File: config.mk
export PLATFORM = sky130hd
export DESIGN_NAME = execute_stage_pipe
export DESIGN_NICKNAME = d
export VERILOG_FILES = /design/src/rtl/execute_stage_pipe.sv
export SDC_FILE = /design/constraint.sdc
export NUM_CORES = 2
export LEC_CHECK = 0
export CORE_MARGIN = 2
export CORE_UTILIZATION = 30
export CTS_CLUSTER_SIZE = 8
export DETAILED_ROUTE_END_ITERATION = 10
export PLACE_DENSITY = 0.44
export SYNTH_ARGS = -nofsm -noshare
export SYNTH_HDL_FRONTEND = slang
export SYNTH_SLANG_ARGS = --single-unit
File: constraint.sdc
create_clock -name CLK -period 6.35 [get_ports CLK]
set_input_delay 0.635 -clock CLK [delete_from_list [all_inputs] [get_ports CLK]]
set_output_delay 0.635 -clock CLK [all_outputs]
set_load 0.005 [all_outputs]
File: src/rtl/execute_stage_pipe.sv
// Execute stage between decode and data memory.
// Single-cycle ALU ops and branch/jump resolution load the output register directly.
// MULT/MULTU/DIVU iterate one bit per cycle into the internal HI/LO pair.
// A valid/ready register on the output lets the stage stall under backpressure.
module execute_stage_pipe #(
    parameter int DATA_W     = 32,
    parameter int REG_ADDR_W = 5,
    parameter int PC_W       = 32
) (
    input  logic                      CLK,
    input  logic                      RST_N,
    input  logic                      in_valid,
    output logic                      in_ready,
    input  logic [4:0]                in_op,
    input  logic [DATA_W-1:0]         in_a,
    input  logic [DATA_W-1:0]         in_b,
    input  logic [$clog2(DATA_W)-1:0] in_shamt,
    input  logic [DATA_W-1:0]         in_imm,
    input  logic [PC_W-1:0]           in_pc4,
    input  logic [1:0]                in_branch,
    input  logic                      in_jump,
    input  logic [25:0]               in_jindex,
    input  logic [REG_ADDR_W-1:0]     in_rw,
    input  logic                      in_reg_write,
    output logic                      out_valid,
    input  logic                      out_ready,
    output logic [DATA_W-1:0]         out_result,
    output logic [REG_ADDR_W-1:0]     out_rw,
    output logic                      out_reg_write,
    output logic                      out_zero,
    output logic                      out_ovf,
    output logic                      redirect,
    output logic [PC_W-1:0]           redirect_pc,
    output logic                      busy
);

    localparam int CNT_W = $clog2(DATA_W) + 1;
    localparam logic [CNT_W-1:0]    LAST_STEP = CNT_W'(DATA_W);
    localparam logic [CNT_W-1:0]    CNT_ONE   = {{(CNT_W-1){1'b0}}, 1'b1};
    localparam logic [DATA_W-1:0]   ONE_W     = {{(DATA_W-1){1'b0}}, 1'b1};
    localparam logic [2*DATA_W-1:0] ONE_2W    = {{(2*DATA_W-1){1'b0}}, 1'b1};

    localparam logic [4:0] OP_ADD   = 5'd0;
    localparam logic [4:0] OP_SUB   = 5'd1;
    localparam logic [4:0] OP_AND   = 5'd2;
    localparam logic [4:0] OP_OR    = 5'd3;
    localparam logic [4:0] OP_XOR   = 5'd4;
    localparam logic [4:0] OP_NOR   = 5'd5;
    localparam logic [4:0] OP_SLT   = 5'd6;
    localparam logic [4:0] OP_SLTU  = 5'd7;
    localparam logic [4:0] OP_SLL   = 5'd8;
    localparam logic [4:0] OP_SRL   = 5'd9;
    localparam logic [4:0] OP_SRA   = 5'd10;
    localparam logic [4:0] OP_LUI   = 5'd11;
    localparam logic [4:0] OP_MULT  = 5'd12;
    localparam logic [4:0] OP_MULTU = 5'd13;
    localparam logic [4:0] OP_DIVU  = 5'd14;
    localparam logic [4:0] OP_MFHI  = 5'd15;
    localparam logic [4:0] OP_MFLO  = 5'd16;

    typedef enum logic [1:0] {
        S_IDLE = 2'd0,
        S_MUL  = 2'd1,
        S_DIV  = 2'd2
    } state_t;

    state_t                  state_q, state_d;
    logic [2*DATA_W-1:0]     acc_q, acc_d;
    logic [DATA_W-1:0]       opnd_q, opnd_d;
    logic [CNT_W-1:0]        cnt_q, cnt_d;
    logic                    neg_q, neg_d;
    logic [DATA_W-1:0]       hi_q, hi_d, lo_q, lo_d;

    logic                    out_valid_q, out_valid_d;
    logic [DATA_W-1:0]       result_q, result_d;
    logic [REG_ADDR_W-1:0]   rw_q, rw_d;
    logic                    reg_write_q, reg_write_d;
    logic                    zero_q, zero_d;
    logic                    ovf_q, ovf_d;
    logic                    redirect_q, redirect_d;
    logic [PC_W-1:0]         redirect_pc_q, redirect_pc_d;

    logic                    out_free_s, xfer_s;
    logic [DATA_W-1:0]       sub_b_s, add_sum_s, sub_diff_s, mag_a_s, mag_b_s;
    logic [PC_W-1:0]         imm_pc_s, br_target_s, jmp_target_s;
    logic                    br_active_s, br_taken_s, is_multi_s;
    logic [DATA_W-1:0]       alu_result_s;
    logic                    alu_ovf_s, alu_write_s, redir_s;
    logic [PC_W-1:0]         redir_pc_s;
    logic [DATA_W:0]         mul_sum_s;
    logic [DATA_W+1:0]       div_trial_s;
    logic [2*DATA_W-1:0]     prod_s;

    // Output register is free when empty or being drained this cycle.
    assign out_free_s   = ~out_valid_q | out_ready;
    assign in_ready     = RST_N & (state_q == S_IDLE) & out_free_s;
    assign xfer_s       = in_valid & in_ready;

    assign sub_b_s      = ~in_b + ONE_W;
    assign add_sum_s    = in_a + in_b;
    assign sub_diff_s   = in_a + sub_b_s;

    assign imm_pc_s     = PC_W'($signed(in_imm));
    assign br_target_s  = in_pc4 + {imm_pc_s[PC_W-3:0], 2'b00};
    assign jmp_target_s = {in_pc4[PC_W-1:28], in_jindex, 2'b00};
    assign br_active_s  = (in_branch == 2'b01) | (in_branch == 2'b10);
    assign br_taken_s   = ((in_branch == 2'b01) & (in_a == in_b)) |
                          ((in_branch == 2'b10) & (in_a != in_b));
    assign is_multi_s   = ~in_jump & ~br_active_s &
                          ((in_op == OP_MULT) | (in_op == OP_MULTU) | (in_op == OP_DIVU));

    // Signed multiply works on magnitudes; the sign is reapplied at completion.
    assign mag_a_s      = ((in_op == OP_MULT) & in_a[DATA_W-1]) ? (~in_a + ONE_W) : in_a;
    assign mag_b_s      = ((in_op == OP_MULT) & in_b[DATA_W-1]) ? (~in_b + ONE_W) : in_b;

    // acc holds {partial product, remaining multiplier} for MUL and {remainder, dividend/quotient} for DIV.
    assign mul_sum_s    = {1'b0, acc_q[2*DATA_W-1:DATA_W]} +
                          (acc_q[0] ? {1'b0, opnd_q} : {(DATA_W+1){1'b0}});
    assign div_trial_s  = {1'b0, acc_q[2*DATA_W-1:DATA_W], acc_q[DATA_W-1]} - {2'b00, opnd_q};
    assign prod_s       = neg_q ? (~acc_q + ONE_2W) : acc_q;

    assign busy          = (state_q != S_IDLE);
    assign out_valid     = out_valid_q;
    assign out_result    = result_q;
    assign out_rw        = rw_q;
    assign out_reg_write = reg_write_q;
    assign out_zero      = zero_q;
    assign out_ovf       = ovf_q;
    assign redirect      = redirect_q;
    assign redirect_pc   = redirect_pc_q;

    // Single-cycle result, overflow, write enable and redirect for the presented instruction.
    always_comb begin
        alu_result_s = {DATA_W{1'b0}};
        alu_ovf_s    = 1'b0;
        alu_write_s  = 1'b1;
        redir_s      = 1'b0;
        redir_pc_s   = {PC_W{1'b0}};
        case (in_op)
            OP_ADD: begin
                alu_result_s = add_sum_s;
                alu_ovf_s    = (in_a[DATA_W-1] == in_b[DATA_W-1]) &
                               (add_sum_s[DATA_W-1] != in_a[DATA_W-1]);
            end
            OP_SUB: begin
                alu_result_s = sub_diff_s;
                alu_ovf_s    = (in_a[DATA_W-1] == sub_b_s[DATA_W-1]) &
                               (sub_diff_s[DATA_W-1] != in_a[DATA_W-1]);
            end
            OP_AND:  alu_result_s = in_a & in_b;
            OP_OR:   alu_result_s = in_a | in_b;
            OP_XOR:  alu_result_s = in_a ^ in_b;
            OP_NOR:  alu_result_s = ~(in_a | in_b);
            OP_SLT:  alu_result_s = {{(DATA_W-1){1'b0}}, ($signed(in_a) < $signed(in_b))};
            OP_SLTU: alu_result_s = {{(DATA_W-1){1'b0}}, (in_a < in_b)};
            OP_SLL:  alu_result_s = in_b << in_shamt;
            OP_SRL:  alu_result_s = in_b >> in_shamt;
            OP_SRA:  alu_result_s = $signed(in_b) >>> in_shamt;
            OP_LUI:  alu_result_s = {in_b[DATA_W/2-1:0], {(DATA_W/2){1'b0}}};
            OP_MFHI: alu_result_s = hi_q;
            OP_MFLO: alu_result_s = lo_q;
            default: begin
                alu_result_s = {DATA_W{1'b0}};
                alu_write_s  = 1'b0;
            end
        endcase
        if (in_jump) begin
            redir_s      = 1'b1;
            redir_pc_s   = jmp_target_s;
            alu_result_s = {DATA_W{1'b0}};
            alu_ovf_s    = 1'b0;
            alu_write_s  = 1'b0;
        end else if (br_active_s) begin
            redir_s      = br_taken_s;
            redir_pc_s   = br_taken_s ? br_target_s : {PC_W{1'b0}};
            alu_result_s = {DATA_W{1'b0}};
            alu_ovf_s    = 1'b0;
            alu_write_s  = 1'b0;
        end else begin
            redir_s      = 1'b0;
            redir_pc_s   = {PC_W{1'b0}};
        end
    end

    // FSM next state, iterative multiply/divide step and output-register loading.
    always_comb begin
        state_d       = state_q;
        acc_d         = acc_q;
        opnd_d        = opnd_q;
        cnt_d         = cnt_q;
        neg_d         = neg_q;
        hi_d          = hi_q;
        lo_d          = lo_q;
        out_valid_d   = out_valid_q & ~out_ready;
        result_d      = result_q;
        rw_d          = rw_q;
        reg_write_d   = reg_write_q;
        zero_d        = zero_q;
        ovf_d         = ovf_q;
        redirect_d    = redirect_q;
        redirect_pc_d = redirect_pc_q;
        case (state_q)
            S_IDLE: begin
                if (xfer_s) begin
                    if (is_multi_s) begin
                        cnt_d       = {CNT_W{1'b0}};
                        out_valid_d = 1'b0;
                        if (in_op == OP_DIVU) begin
                            state_d = S_DIV;
                            acc_d   = {{DATA_W{1'b0}}, in_a};
                            opnd_d  = in_b;
                            neg_d   = 1'b0;
                        end else begin
                            state_d = S_MUL;
                            acc_d   = {{DATA_W{1'b0}}, mag_b_s};
                            opnd_d  = mag_a_s;
                            neg_d   = (in_op == OP_MULT) & (in_a[DATA_W-1] ^ in_b[DATA_W-1]);
                        end
                    end else begin
                        out_valid_d   = 1'b1;
                        result_d      = alu_result_s;
                        rw_d          = in_rw;
                        reg_write_d   = alu_write_s & in_reg_write & (in_rw != {REG_ADDR_W{1'b0}});
                        zero_d        = (alu_result_s == {DATA_W{1'b0}});
                        ovf_d         = alu_ovf_s;
                        redirect_d    = redir_s;
                        redirect_pc_d = redir_pc_s;
                    end
                end else begin
                    state_d = S_IDLE;
                end
            end
            S_MUL, S_DIV: begin
                if (cnt_q != LAST_STEP) begin
                    cnt_d = cnt_q + CNT_ONE;
                    if (state_q == S_MUL) begin
                        acc_d = {mul_sum_s, acc_q[DATA_W-1:1]};
                    end else if (!div_trial_s[DATA_W+1]) begin
                        acc_d = {div_trial_s[DATA_W-1:0], acc_q[DATA_W-2:0], 1'b1};
                    end else begin
                        acc_d = {acc_q[2*DATA_W-2:0], 1'b0};
                    end
                end else if (out_free_s) begin
                    // neg_q is 0 for DIVU, so prod_s is the raw {remainder, quotient}.
                    hi_d          = prod_s[2*DATA_W-1:DATA_W];
                    lo_d          = prod_s[DATA_W-1:0];
                    state_d       = S_IDLE;
                    out_valid_d   = 1'b1;
                    result_d      = {DATA_W{1'b0}};
                    rw_d          = {REG_ADDR_W{1'b0}};
                    reg_write_d   = 1'b0;
                    zero_d        = 1'b1;
                    ovf_d         = 1'b0;
                    redirect_d    = 1'b0;
                    redirect_pc_d = {PC_W{1'b0}};
                end else begin
                    state_d = state_q;
                end
            end
            default: begin
                state_d = S_IDLE;
            end
        endcase
    end

    // State and output registers; reset discards any operation in flight.
    always_ff @(posedge CLK or negedge RST_N) begin
        if (!RST_N) begin
            state_q       <= S_IDLE;
            acc_q         <= {(2*DATA_W){1'b0}};
            opnd_q        <= {DATA_W{1'b0}};
            cnt_q         <= {CNT_W{1'b0}};
            neg_q         <= 1'b0;
            hi_q          <= {DATA_W{1'b0}};
            lo_q          <= {DATA_W{1'b0}};
            out_valid_q   <= 1'b0;
            result_q      <= {DATA_W{1'b0}};
            rw_q          <= {REG_ADDR_W{1'b0}};
            reg_write_q   <= 1'b0;
            zero_q        <= 1'b0;
            ovf_q         <= 1'b0;
            redirect_q    <= 1'b0;
            redirect_pc_q <= {PC_W{1'b0}};
        end else begin
            state_q       <= state_d;
            acc_q         <= acc_d;
            opnd_q        <= opnd_d;
            cnt_q         <= cnt_d;
            neg_q         <= neg_d;
            hi_q          <= hi_d;
            lo_q          <= lo_d;
            out_valid_q   <= out_valid_d;
            result_q      <= result_d;
            rw_q          <= rw_d;
            reg_write_q   <= reg_write_d;
            zero_q        <= zero_d;
            ovf_q         <= ovf_d;
            redirect_q    <= redirect_d;
            redirect_pc_q <= redirect_pc_d;
        end
    end

endmodule

Word-level counts from Yosys, hierarchy flattened
Cells that the tools add are included.
{"block": "word_totals", "register_bits": 243, "in_bits": 177}
{"block": "op_classes", "n_reduce_logical": 13, "shift": 3, "bitwise_logic": 33, "mux": 71, "n_eq_ne": 34, "magnitude_cmp": 2, "addsub": 9}
{"cell": "32-bit two-way mux", "count": 16}
{"cell": "32-bit one-hot mux with 14 select lines", "count": 1}
{"cell": "64-bit two-way mux", "count": 6}
{"cell": "32-bit one-hot mux with 2 select lines", "count": 2}
{"cell": "64-bit one-hot mux with 2 select lines", "count": 1}
{"cell": "32-bit adder", "count": 3}
{"cell": "32-bit inverter", "count": 3}
{"cell": "32-bit by 1-bit adder with 32-bit output, second input constant", "count": 2}
{"cell": "64-bit by 1-bit adder with 64-bit output, second input constant", "count": 1}
{"cell": "32-bit less-than comparator", "count": 2}
{"cell": "64-bit inverter", "count": 1}
{"cell": "5-bit by 4-bit equality test with 1-bit output, second input constant", "count": 8}
{"cell": "33-bit by 32-bit subtractor with 34-bit output", "count": 1}
{"cell": "32-bit by 32-bit adder with 33-bit output", "count": 1}
{"cell": "32-bit bitwise AND", "count": 1}
{"cell": "32-bit equality test", "count": 1}
{"cell": "32-bit zero test", "count": 1}
{"cell": "32-bit inequality test", "count": 1}
{"cell": "32-bit bitwise OR", "count": 1}
{"cell": "32-bit by 5-bit << shifter with 32-bit output", "count": 1}
{"cell": "32-bit by 5-bit right shift with 32-bit output", "count": 1}
{"cell": "32-bit by 5-bit >>> shifter with 32-bit output", "count": 1}
{"cell": "32-bit XOR", "count": 1}
{"cell": "1-bit two-way mux", "count": 24}
{"cell": "32 further kinds", "count": 84}

Longest topological paths before layout
{"block": "logic_depth", "ltp_word": 11, "depth_mapped": 24, "mapped_depth_nobuf": 21}

Worst setup path before layout
OpenSTA, ideal clock, no wires.
{"block": "synth_path", "kind": "input to register", "start": "input port in_b[0]", "end": "register zero_q (netlist: out_zero)", "t_arrival_ns": 5.572, "path_stages": 23, "slack_ns": 0.711, "required_ns": 6.283, "path_cell_list": "clkbuf_1 -> inv_1 -> ha_1 -> nor3b_2 -> nand3_1 -> or3_1 -> clkbuf_1 -> or4_4 -> or4_1 -> nor2_1 -> xnor2_1 -> ha_1 -> clkbuf_1 -> a21oi_1 -> nand3b_1 -> o21ai_0 -> a21oi_1 -> and3b_1 -> a2111oi_2 -> xnor2_1 -> a221o_1 -> nand2_1 -> a41o_1"}
{"block": "synth_via", "elab_chain_len": 10, "elab_cells_between_ends": 20}
{"item": "start: declaration", "line": "16", "rtl": "input logic [DATA_W-1:0] in_b,"}
{"item": "32-bit inverter", "line": "99", "rtl": "assign sub_b_s = ~in_b + ONE_W;"}
{"item": "32-bit by 1-bit adder with 32-bit output", "line": "99"}
{"item": "32-bit adder", "line": "101", "rtl": "assign sub_diff_s = in_a + sub_b_s;"}
{"item": "32-bit one-hot mux with 14 select lines *", "line": "139", "rtl": "case (in_op)"}
{"item": "32-bit two-way mux *", "line": "173", "rtl": "end else if (br_active_s) begin"}
{"item": "32-bit two-way mux *", "line": "167", "rtl": "if (in_jump) begin"}
{"item": "32-bit zero test *", "line": "224", "rtl": "zero_d = (alu_result_s == {DATA_W{1'b0}});"}
{"item": "1-bit two-way mux *", "line": "205", "rtl": "if (is_multi_s) begin"}
{"item": "1-bit two-way mux *", "line": "204", "rtl": "if (xfer_s) begin"}
{"item": "1-bit one-hot mux with 2 select lines *", "line": "202", "rtl": "case (state_q)"}
{"item": "end signal: assignment", "line": "296", "rtl": "zero_q <= zero_d;"}
{"item": "end: declaration", "line": "78", "rtl": "logic zero_q, zero_d;"}
Every way passes the cells marked *; elsewhere a longest branch is shown, timed or not. The select of a mux whose other input is x is not followed.
A chain may end at the register's enable or synchronous reset.

Final worst setup path
{"block": "layout_path", "start": "input port in_b[1]", "end": "register zero_q (netlist: out_zero)"}
The elaborated chain is that of the path after synthesis.

==> results.md <==
- Final net count: between 4000 and 5000
- Worst slew margin: about a fifth
- First-pass GRT wire length: 218000 microns
- Worst slew pin tran: between 1000 and 1500 ps
- Finish-stage setup viols: 0
- Post_cts resized: 0
- # rows: approximately 120
- Final Hold Viols: 0
- Crit path launch: in_b[1]
- Syn_area_per_cell: between 7 and 8 sq um
- Area grow syn2layout: 18.9%
- Placed Instance Area: 34600 sq um
- Crit path DAT: ~6300 ps
- Max cap viols: 0
- Pint: between 4 and 5 mW
- Clock root buffer: clkbuf_16
- Max Freq: around 170 MHz
- DR WL/cell: around 28 microns
- Total power: ~8.6 mW
- CTS tree: done
- Detailed Place HPWL: approximately 120000 microns
- Flops & latches, synth: 243
- Clock transition at path regs: 50 ps
- Worst setup SP type: input port
- Switching power: about 3.8 mW
- Leakage: 14.7 nW
- Initial antenna violation count: 6
- Reg2Reg Depth: 15
- Reg2Reg Setup Slack: around 2000 ps
- Worst EP required: a little under 7000 ps
- Skew-Pair Late Insertion Delay: 570 ps
- Antenna viol nets, final: 0
- EDFF count, synth: 0
- Post-CTS setup buffer count: 0
- Critical Path Sink Type: register
- Mapped Area: about 30000 sq um
- Clk sinks: between 200 and 250
- Hold-fix buffers at CTS: 0
- Post-layout min period: between 5000 and 6000 ps
- Critical path class: in2reg
- Iter 0 DRT Violations: roughly 3500
- Routed via count: 31764
- Count leader, synth: nand2_1
- Synth top area share: between 20% and 30%
- GRT Residual Overflow: 0
- Antenna cells: 0
- Origin of the critical flop-to-flop path: acc_q[0]
- Finished Layout Cells: around 5400
- Sequential-to-total area share from yosys stat: between 20% and 30%
- GP Congestion: roughly 1.0
- Core Box Area: 98700 sq um
- I/O pins: around 250
- Die area: 103000 sq um
- Clock skew: between 30 and 40 ps
- CTS H-tree depth: 2
- Syn nets: between 4000 and 5000
- Via density: ~5.9
- Period utilization: between 90 and 100%
- Dominant synthesized flop cell: dfrtp_1
- DRC viols: 0
- TritonRoute pass-1 iters: 8
- Combinational share of power: around 52%
- Top cells by count, synth: nand2_1 (479), o21ai_0 (421), nor2_1 (279), dfrtp_1 (243), ha_1 (235)
- TritonCTS Buffers: 37
- Worst R2R End: acc_q[62]
- Slew Limit Fails: 0
- CTS Buffer Depth: 3
- Placed cell count: approximately 5400
- Crit Path Max Fanout: 8
- Net Sw Frac: a little over two fifths
- Total track usage: between 20% and 30%
- Yosys cell types: 98
- Vias in the first global route: between 30000 and 40000
- Design area: about 36000 sq um
- Ranking of synthesized cells by area: dfrtp_1 (20%), ha_1 (9.8%), o21ai_0 (7.0%), nand2_1 (6.0%), mux2i_1 (4.5%)
- Setup TNS: 0 ps
- Clock power frac: a little over a fifth
- Routed wire length: 151000 microns
- RSZ-0062 raised after global routing: no
- Synth warn: 0
- Status: finished clean
- Die height: 320 microns
- Peak VDD IR: between 0.2 and 0.25 mV
- Chip width: 320 microns
- Port Buffer Count: between 200 and 300
- Worst Hold Class: in2async
- Largest net degree at the start of global routing: 168
- Gate Count Post-Synth: roughly 3900
- Sequential Power Share: between 20 and 30%
- Async set-or-reset flop fraction in the synthesized netlist: 100%
- Layout cells sized above 1: 9.48%
- Cell taking the most area after synthesis: dfrtp_1
- CP Capture Point: out_zero
- PwrDens: about 240 nW/um^2
- Starting Density: a little under a third
[state kept, by name (all words and copies together), names as in the netlist]
register / count
acc_q: 64
hi_q: 32
lo_q: 32
opnd_q: 32
out_result: 32
redirect_pc: 32
cnt_q: 6
out_rw: 5
state_q: 2
neg_q: 1
out_ovf: 1
out_reg_write: 1
out_valid: 1
out_zero: 1
redirect: 1
[kinds of logic (layout without fill, tap and decap cells)]
| group | count (synthesis) | count (layout) | share of synthesized area [%] |
|---|---|---|---|
| compound gates | 1279 | 1279 | 27.6 |
| buf+inv | 444 | 665 | 5.75 |
| simple gates | 1231 | 1231 | 19.5 |
| xor+xnor | 253 | 253 | 7.39 |
| flops | 243 | 243 | 20.3 |
| fa+ha+maj | 240 | 240 | 10.1 |
| mux | 212 | 212 | 9.31 |
[how the worst min path moves through the flow]
| stage | slack (ps) | cells after the start | end | start |
|---|---|---|---|---|
| 2_1_floorplan | 340 | 0 | acc_q[0] | RST_N |
| 3_3_place_gp | 460 | 2 | out_result[3] | out_result[3] |
| 3_5_place_dp | 460 | 2 | out_result[3] | out_result[3] |
| 4_1_cts | 70 | 1 | redirect_pc[17] | RST_N |
| 5_1_grt | 80 | 1 | redirect_pc[14] | RST_N |
| 6_report | 30 | 1 | redirect_pc[17] | RST_N |
[power by group through the flow]
stage	combinational (mW)	sequential [mW]	clock, mW
final	4.43	2.30	1.82
after global routing	4.87	2.36	1.95
after CTS	4.40	2.30	1.89
after detailed placement	4.37	2.33	0
after global placement	4.39	2.32	0
after floorplan	2.99	2.15	0
[area by class of cell]
class / instances / area (sq um)
clock inverter: 5 / 51.3
timing repair buffer: 444 / 4040
clock buffer: 44 / 962
inverter: 172 / 646
tap: 1287 / 1610
multi-input combinational: 3215 / 22300
fill: 10500 / 63000
sequential: 243 / 6080
[metrics by stage]
step / setup slack [ps] / hold WS, ps / util (%)
2_1_floorplan: 711 / 339 / -
3_3_place_gp: 187 / 457 / 35.1
3_5_place_dp: 99.4 / 460 / 35.1
4_1_cts: 663 / 73.4 / 36.1
5_1_grt: 194 / 75.1 / 36.1
6_report: 585 / 33.6 / 36.1
[placed cells by master, fill, tap and decap left out, drive strengths merged, types with 35 or more instances in the layout]
cell type	count
nor3	62
a21oi	232
or3	41
nand2	479
mux2i	135
mux4	51
nor2	279
inv	171
dfrtp	243
o31ai	47
a31oi	44
xor2	102
o21ai	434
nor2b	35
nand2b	39
xnor2	151
clkbuf	44
ha	235
nand4	39
o211ai	47
clkdlybuf4s50	245
buf	199
a22oi	73
nand3	84
a21o	65
[layer usage]
metal,GRT usage [%],share of wire (%)
met3,3.40,6.1
met5,0,0.020
met1,38.8,44
met4,13.4,5.4
met2,45.2,45
[worst max-delay path, cell delays in order]
cell             delay (ps)
clkdlybuf4s50_1         480
inv_1                   110
ha_1                    170
nor3b_2                 230
nand3_1                 160
or3_1                   500
or4_4                   580
or4_1                   500
nor2_1                  180
xnor2_1                 150
ha_1                    340
a21oi_1                 420
nand3b_1                120
o21ai_0                  90
a21oi_1                 100
and3b_1                 200
a2111oi_2               560
xnor2_1                 140
a221o_1                 340
nand2_1                  90
a41o_1                  150
Note: power is estimated with default switching activity, not from simulation.
